--- src/rtl/mem_arb_pkg.sv ---
// Shared types and constants for the two-requester memory arbiter.
package mem_arb_pkg;

  localparam int NUM_REQ        = 2;
  localparam int DEFAULT_ADDR_W = 2;
  localparam int DEFAULT_DATA_W = 8;

  typedef enum logic [1:0] {
    IDLE = 2'd0,
    CMD  = 2'd1,
    RESP = 2'd2
  } state_t;

endpackage

--- src/rtl/mem_arb_pick.sv ---
// Combinational winner selection between two requesters.
// On contention the requester that did not own the memory last wins.
module mem_arb_pick
  import mem_arb_pkg::*;
(
  input  logic [NUM_REQ-1:0] i_req,
  input  logic               i_last_owner,
  output logic               o_valid,
  output logic               o_winner
);

  always_comb begin
    o_valid  = |i_req;
    o_winner = 1'b0;
    if (&i_req) begin
      o_winner = ~i_last_owner;
    end else if (i_req[1]) begin
      o_winner = 1'b1;
    end
  end

endmodule

--- src/rtl/mem_arbiter.sv ---
// Two-requester single-port memory arbiter: IDLE -> CMD (-> RESP on reads), all outputs registered.
// Define MEM_ARB_ROUND_ROBIN_EN for alternating priority on contention; otherwise requester 0 always wins.
module mem_arbiter
  import mem_arb_pkg::*;
#(
  parameter int ADDR_W = DEFAULT_ADDR_W,
  parameter int DATA_W = DEFAULT_DATA_W
) (
  input  logic                            clk,
  input  logic                            reset,
  input  logic [NUM_REQ-1:0]              req,
  input  logic [NUM_REQ-1:0]              we,
  input  logic [NUM_REQ-1:0][ADDR_W-1:0]  addr,
  input  logic [NUM_REQ-1:0][DATA_W-1:0]  wdata,
  output logic [NUM_REQ-1:0]              gnt,
  output logic [NUM_REQ-1:0]              rvalid,
  output logic [NUM_REQ-1:0][DATA_W-1:0]  rdata,
  output logic [ADDR_W-1:0]               mem_address,
  output logic                            mem_write_en,
  output logic                            mem_read_en,
  output logic [DATA_W-1:0]               mem_data_wr,
  input  logic [DATA_W-1:0]               mem_data_rd
);

  state_t r_state, w_next_state;

  logic r_we;
  logic r_owner;

  logic [NUM_REQ-1:0]             r_gnt, w_gnt;
  logic [NUM_REQ-1:0]             r_rvalid, w_rvalid;
  logic [NUM_REQ-1:0][DATA_W-1:0] r_rdata, w_rdata;
  logic [ADDR_W-1:0]              r_mem_address, w_mem_address;
  logic                           r_mem_write_en, w_mem_write_en;
  logic                           r_mem_read_en, w_mem_read_en;
  logic [DATA_W-1:0]              r_mem_data_wr, w_mem_data_wr;

  logic w_accept;
  logic w_pick_valid;
  logic w_winner;
  logic w_last_owner;

`ifdef MEM_ARB_ROUND_ROBIN_EN
  logic r_last_owner;

  always_ff @(posedge clk) begin
    if (reset) begin
      r_last_owner <= 1'b1;
    end else if (w_accept) begin
      r_last_owner <= w_winner;
    end
  end

  assign w_last_owner = r_last_owner;
`else
  // Pinning last_owner to 1 makes the picker always favour requester 0.
  assign w_last_owner = 1'b1;
`endif

  mem_arb_pick u_pick (
    .i_req        (req),
    .i_last_owner (w_last_owner),
    .o_valid      (w_pick_valid),
    .o_winner     (w_winner)
  );

  // NOTE: every output of this block gets a default first, so no path can infer a latch.
  always_comb begin
    w_next_state   = r_state;
    w_accept       = 1'b0;
    w_gnt          = '0;
    w_rvalid       = '0;
    w_rdata        = r_rdata;
    w_mem_address  = '0;
    w_mem_write_en = 1'b0;
    w_mem_read_en  = 1'b0;
    w_mem_data_wr  = '0;

    case (r_state)
      IDLE: begin
        if (w_pick_valid) begin
          w_accept          = 1'b1;
          w_next_state      = CMD;
          w_gnt[w_winner]   = 1'b1;
          w_mem_address     = addr[w_winner];
          if (we[w_winner]) begin
            w_mem_write_en = 1'b1;
            w_mem_data_wr  = wdata[w_winner];
          end else begin
            w_mem_read_en = 1'b1;
          end
        end
      end
      CMD: begin
        w_next_state = r_we ? IDLE : RESP;
      end
      RESP: begin
        // Memory data is valid now, one cycle after the read strobe.
        w_next_state     = IDLE;
        w_rvalid[r_owner] = 1'b1;
        w_rdata[r_owner]  = mem_data_rd;
      end
      default: begin
        w_next_state = IDLE;
      end
    endcase
  end

  // NOTE: sequential state uses non-blocking assignments so all registers update together.
  always_ff @(posedge clk) begin
    if (reset) begin
      r_state        <= IDLE;
      r_we           <= 1'b0;
      r_owner        <= 1'b0;
      r_gnt          <= '0;
      r_rvalid       <= '0;
      r_rdata        <= '0;
      r_mem_address  <= '0;
      r_mem_write_en <= 1'b0;
      r_mem_read_en  <= 1'b0;
      r_mem_data_wr  <= '0;
    end else begin
      r_state <= w_next_state;
      if (w_accept) begin
        r_we    <= we[w_winner];
        r_owner <= w_winner;
      end
      r_gnt          <= w_gnt;
      r_rvalid       <= w_rvalid;
      r_rdata        <= w_rdata;
      r_mem_address  <= w_mem_address;
      r_mem_write_en <= w_mem_write_en;
      r_mem_read_en  <= w_mem_read_en;
      r_mem_data_wr  <= w_mem_data_wr;
    end
  end

  assign gnt          = r_gnt;
  assign rvalid       = r_rvalid;
  assign rdata        = r_rdata;
  assign mem_address  = r_mem_address;
  assign mem_write_en = r_mem_write_en;
  assign mem_read_en  = r_mem_read_en;
  assign mem_data_wr  = r_mem_data_wr;

endmodule
--- config.mk ---
export PLATFORM = sky130hd
export DESIGN_NAME = mem_arbiter
export DESIGN_NICKNAME = d
export VERILOG_FILES = /design/src/rtl/mem_arb_pkg.sv /design/src/rtl/mem_arb_pick.sv /design/src/rtl/mem_arbiter.sv
export SDC_FILE = /design/constraint.sdc
export NUM_CORES = 1
export LEC_CHECK = 0
export BUFFER_PORTS_ARGS = -buffer_cell sky130_fd_sc_hd__buf_2
export CAP_MARGIN = 20
export CORE_AREA = 3 3 98 62
export CTS_BUF_LIST = sky130_fd_sc_hd__clkbuf_16
export CTS_CLUSTER_DIAMETER = 30
export DETAILED_ROUTE_END_ITERATION = 8
export DIE_AREA = 0 0 101 65
export PLACE_DENSITY = 0.45
export SETUP_SLACK_MARGIN = 0.2
export SYNTH_ARGS = -nofsm -noshare
export SYNTH_HDL_FRONTEND = slang
export SYNTH_SLANG_ARGS = --single-unit
--- constraint.sdc ---
create_clock -name clk -period 1.6 [get_ports clk]
set_clock_uncertainty 0.1 [all_clocks]
set_input_delay 0.32 -clock clk [delete_from_list [all_inputs] [get_ports clk]]
set_output_delay 0.32 -clock clk [all_outputs]
set_load 0.05 [all_outputs]
==> results.json, run 1 <==
{
  "outcome": "finished clean",
  "r2r-end": "mem_read_en",
  "via_per_inst": 4.35,
  "synth_area_leaders": "dfxtp_1, mux2i_1, nand3_1",
  "die_y_um": 65,
  "io_buffers": 65,
  "holdWs_ns": 0.194,
  "seq_power_share_pct": 44.1,
  "clkPwrFrac_pct": 40.9,
  "clk_pin_slew_worst_paths_ns": 0.05,
  "synth_area_leader_cell": "dfxtp_1",
  "yosysSeqAreaShare_pct": 55.4,
  "floorplan.initialDensity_pct": 25.2,
  "synth_area_per_cell_um2": 10.0,
  "hold_end": "mem_address[1]",
  "clock_sinks": 36,
  "synth_common_cells": "dfxtp_1, nor2_1, mux2i_1",
  "grt_pass1_wl_um": 5370,
  "place_area_um2": 1720,
  "core-area_um2": 5150,
  "critPathCaptureType": "flop",
  "rsz0062_at_grt": "true",
  "switching_power_mw": 0.537,
  "grt_pass1_vias": 1181,
  "cts-root-buf": "clkbuf_16",
  "vdd_drop_max_v": 0.000414,
  "final_nets": 235,
  "drt-total-wl_um": 3360,
  "mappedNetlistNets": 164,
  "relSlewSlack_pct": 74.5,
  "synth_ff_type": "dfxtp_1",
  "cellLeakagePower_nw": 0.941,
  "ant_nets": 0,
  "fin_crit_ns": 1.37,
  "drc_errors": 0,
  "met3_length_um": 168,
  "num_vias": 1161,
  "whs_path_depth": 3,
  "overflow": 0,
  "clk_latency_ns": 0.27,
  "regToRegStartpoint": "r_state[0]",
  "drt-initial-drc-count": 79,
  "comb_power_share_pct": 14.9,
  "fp.dieW_um": 101,
  "rows": 20,
  "power.density_nw_per_um2": 1120,
  "finalSetupViolations": 0,
  "fmax_mhz": 731,
  "ys_types": 24,
  "p_sw_share_pct": 25.0,
  "yosysMostFrequentCell": "dfxtp_1",
  "routedWlPerCell_um": 12.6,
  "antenna_found_initial": 0,
  "slew_violations": 0,
  "max-clock-path-buffers": 2,
  "path_class": "flop to flop",
  "cts_buffers": 5,
  "finalCritPeriodShare_pct": 85.5,
  "nFillCells": 541,
  "drtPass1Iterations": 4,
  "wl_met2_um": 1630,
  "async_flop_share_pct": 0,
  "grt_max_degree": 22,
  "netlist_area_um2": 1300,
  "synth_edf_count": 0,
  "worstMarginPinSlew_ns": 0.372,
  "worstPathArrival_ns": 1.48,
  "syn_inst": 130,
  "final_cell_area_um2": 1920,
  "final_core_util_pct": 37.3,
  "met1Wirelength_um": 1550,
  "finalHoldViolations": 0,
  "dpl.hpwl_um": 2560,
  "ys_seq_elements": 36,
  "antenna_cells": 0,
  "highest_layer": "met4",
  "maxCapViolCount": 0,
  "crit_fanout": 7,
  "reg2reg_slack_ns": 0.23,
  "final_layout_size_suffix_gt1_share_pct": 47.8,
  "post_cts_buffers": 0,
  "min_from": "addr[3]",
  "pin_count": 66,
  "cts_tree": "built",
  "synth.top_cell.area_share_pct": 55.4,
  "ff2ff_path_depth": 4,
  "h-tree-depth": 2,
  "globalplace.congestion": 0.719,
  "hold_class": "input port to flop",
  "die-area_um2": 6570,
  "critPathRequiredTime_ns": 1.72,
  "yosys_warnings": 0,
  "setup-tns-final_ns": 0,
  "area_growth_pct": 47.6,
  "critPathLaunchType": "flop",
  "grtUsageTotal_pct": 10.2,
  "internal-power_mw": 1.61
}
## registers in the layout, indices dropped and copies added, names as in the netlist
register / cells
r_owner: 1
mem_data_wr: 8
mem_address: 2
gnt: 2
rvalid: 2
rdata: 16
mem_read_en: 1
mem_write_en: 1
r_state: 2
r_we: 1
## area by class of cell
cell class	count	area [µm²]	share of cell area, %
Clock buffer	5	125	6.51
Clock inverter	2	8.76	0.456
Inverter	2	10.0	0.521
Multi-Input combinational cell	82	542	28.2
Sequential cell	36	726	37.8
Tap cell	66	82.6	4.30
Timing Repair Buffer	74	427	22.2
## per-layer routing
metal / up-vias / global-route usage, %
met3: 2 / 2.90
met4: 0 / 2.99
met5: - / 0
li1: 582 / -
met2: 23 / 17.7
met1: 554 / 12.3
## through the flow
stage | cells | setup WS [ns] | power, mW
floorplan | 130 | 0.224 | 1.16
global placement | 258 | 0.165 | 1.25
detailed placement | 258 | 0.103 | 1.26
CTS | 265 | 0.216 | 2.16
global route | 267 | 0.200 | 2.25
finish | 267 | 0.232 | 2.15
## how the worst max path moves through the flow
stage	end	slack (ns)	from	cells past startpoint
3_3_place_gp	mem_read_en	0.17	reset	5
3_5_place_dp	mem_read_en	0.10	req[0]	6
4_1_cts	mem_read_en	0.22	r_state[1]	4
2_1_floorplan	mem_data_wr[3]	0.22	r_state[0]	4
5_1_grt	mem_read_en	0.20	r_state[1]	4
6_report	mem_read_en	0.23	r_state[0]	4
## logic make-up (layout without fill, tap and decap cells)
group / count (synthesis) / count (layout) / share of synthesized area (%)
AND/OR/NAND/NOR: 51 / 51 / 19.0
flip-flops: 36 / 36 / 55.4
multiplexers: 17 / 17 / 13.1
AO/OA/AOI/OAI: 14 / 14 / 8.17
buffers and inverters: 12 / 83 / 4.33
## cell usage in the layout (no fill, tap or decap), types with 4 or more instances in the layout
cell / instances
a21oi_1: 4
a21oi_2: 7
buf_2: 65
buf_4: 6
clkbuf_16: 6
dfxtp_1: 34
mux2i_1: 17
nand2_1: 4
nand3_1: 16
nor2_1: 19
## worst max-delay path: stages, from the launching register on
cell     delay [ns]
dfxtp_2        0.32
or4_4          0.57
buf_12         0.17
inv_4          0.04
and2_4         0.12
## what timing repair did
item                                   4_1_cts  5_1_grt
setup endpoints to repair                    1        9
resized for setup                            2       11
gates cloned                                 0        2
endpoints found under the hold margin        0        0
hold buffers                                 0        0
pin swaps                                    0        2
## power by group through the flow
stage	clock network [mW]	logic, mW	registers (mW)
final	0.879	0.321	0.948
after global placement	0	0.287	0.965
after global routing	0.953	0.346	0.952
after CTS	0.916	0.295	0.947
after floorplan	0	0.100	1.06
after detailed placement	0	0.293	0.966
Note: power is estimated with default switching activity, not from simulation.
==> run 2, diff against run 1 <==
RECOVER_POWER = 100   (was unset)
==> results.json, run 2 (synthesized netlist as in run 1, its figures left out) <==
{
  "clk_pin_slew_worst_paths_ns": 0.05,
  "h-tree-depth": 2,
  "cellLeakagePower_nw": 0.868,
  "power.density_nw_per_um2": 1140,
  "drc_errors": 0,
  "max-clock-path-buffers": 2,
  "worstMarginPinSlew_ns": 0.611,
  "drt-total-wl_um": 3360,
  "crit_buf_inv": 1,
  "grt_pass1_vias": 1181,
  "setup_slack_ns": 0.131,
  "regArea_um2": 724,
  "globalplace.congestion": 0.719,
  "overflow": 0,
  "met2_usage_pct": 17.7,
  "outcome": "finished clean",
  "finalSetupViolations": 0,
  "cts_tree": "built",
  "crit_family": "buffers and inverters",
  "cts-root-buf": "clkbuf_16",
  "dpl.hpwl_um": 2560,
  "grtUsageTotal_pct": 10.2,
  "core-area_um2": 5150,
  "fp.dieW_um": 101,
  "drt-initial-drc-count": 71,
  "hold_buffers": 0,
  "grt_max_degree": 22,
  "relSlewSlack_pct": 59.4,
  "post_cts_buffers": 0,
  "nFillCells": 551,
  "num_vias": 1170,
  "routedWlPerCell_um": 12.6,
  "antenna_found_initial": 0,
  "pin_count": 66,
  "critPathLaunchType": "flop",
  "grt_pass1_wl_um": 5370,
  "drtPass1Iterations": 4,
  "gr-usage-met1_pct": 12.3,
  "maxCapViolCount": 0,
  "area_growth_pct": 42.3,
  "final_layout_size_suffix_gt1_share_pct": 40.8,
  "gr-max-usage-layer": "met2",
  "placement.setup.worst_slack_ns": 0.103,
  "antenna_cells": 0,
  "rsz0062_at_grt": "true",
  "fin_crit_ns": 1.47,
  "met3_usage_pct": 2.90,
  "fmax_mhz": 681,
  "cts_buffers": 5,
  "multi_input_area_um2": 527,
  "crit_fanout": 1,
  "clock_sinks": 36,
  "final_nets": 235,
  "final_cell_mix": "dfxtp_1, buf_2, clkbuf_2",
  "final_cells": 267,
  "floorplan.initialDensity_pct": 25.2,
  "path_cells": "clkbuf_1",
  "critPathRequiredTime_ns": 1.18,
  "crit_start": "mem_data_wr[2]",
  "die_y_um": 65,
  "hold_class": "input port to flop",
  "setup-tns-final_ns": 0,
  "die-area_um2": 6570,
  "rows": 20,
  "slew_violations": 0,
  "final_cell_area_um2": 1850,
  "min_from": "addr[3]",
  "io_buffers": 65,
  "clk_latency_ns": 0.27,
  "critPathCaptureType": "primary output",
  "finalHoldViolations": 0,
  "crit_slowest_cell": "clkbuf_1",
  "regToRegStartpoint": "r_state[0]",
  "dpl.cell_count": 258,
  "finalCritPeriodShare_pct": 91.8,
  "path_class": "flop to primary output",
  "vdd_drop_max_v": 0.000414,
  "final_core_util_pct": 35.9,
  "place_area_um2": 1720,
  "ant_nets": 0,
  "critPathMaxStageDelay_ns": 0.47,
  "worstPathArrival_ns": 1.05,
  "largest_reg_flops": 16,
  "via_per_inst": 4.38
}
==> run 2: area by class of cell <==
class	instances	share of cell area, %
flip-flops and latches	36	39.1
multi-input cells	82	28.4
repair buffers	74	20.2
clock buffers	5	6.76
well taps	66	4.46
inverters	2	0.541
clock inverters	2	0.473
==> run 2: repair_timing <==
action,4_1_cts,5_1_grt
gates cloned,0,2
endpoints found under the setup margin,1,9
gates resized for setup,2,11
pin swaps,0,2
==> run 2: report_power, final <==
group	switching [mW]	total [mW]	leakage (nW)	internal [mW]
sequential	0.0166	0.948	0.293	0.932
clock	0.321	0.879	0.0709	0.558
combinational	0.195	0.293	0.504	0.0984
total	0.532	2.12	0.868	1.59
==> run 2: metrics by stage <==
stage / hold WS (ns) / total power, mW
after detailed placement: 0.328 / 1.26
after global routing: 0.206 / 2.22
after CTS: 0.189 / 2.16
after global placement: 0.312 / 1.25
final: 0.192 / 2.12
after floorplan: 0.292 / 1.16
==> run 2: worst paths after layout <==
kind / to / slack (ns) / cells past startpoint
setup reg to reg: mem_address[1] / 0.17 / 3
setup / recovery: mem_data_wr[2] / 0.13 / 1
hold reg to reg: r_state[1] / 0.32 / 1
hold / removal: mem_address[1] / 0.19 / 3
==> run 2: routing by layer <==
layer | wire, µm | part of all wire, %
met5 | 0 | 0
met4 | 31 | 0.92
met3 | 176 | 5.2
met2 | 1600 | 48
met1 | 1550 | 46
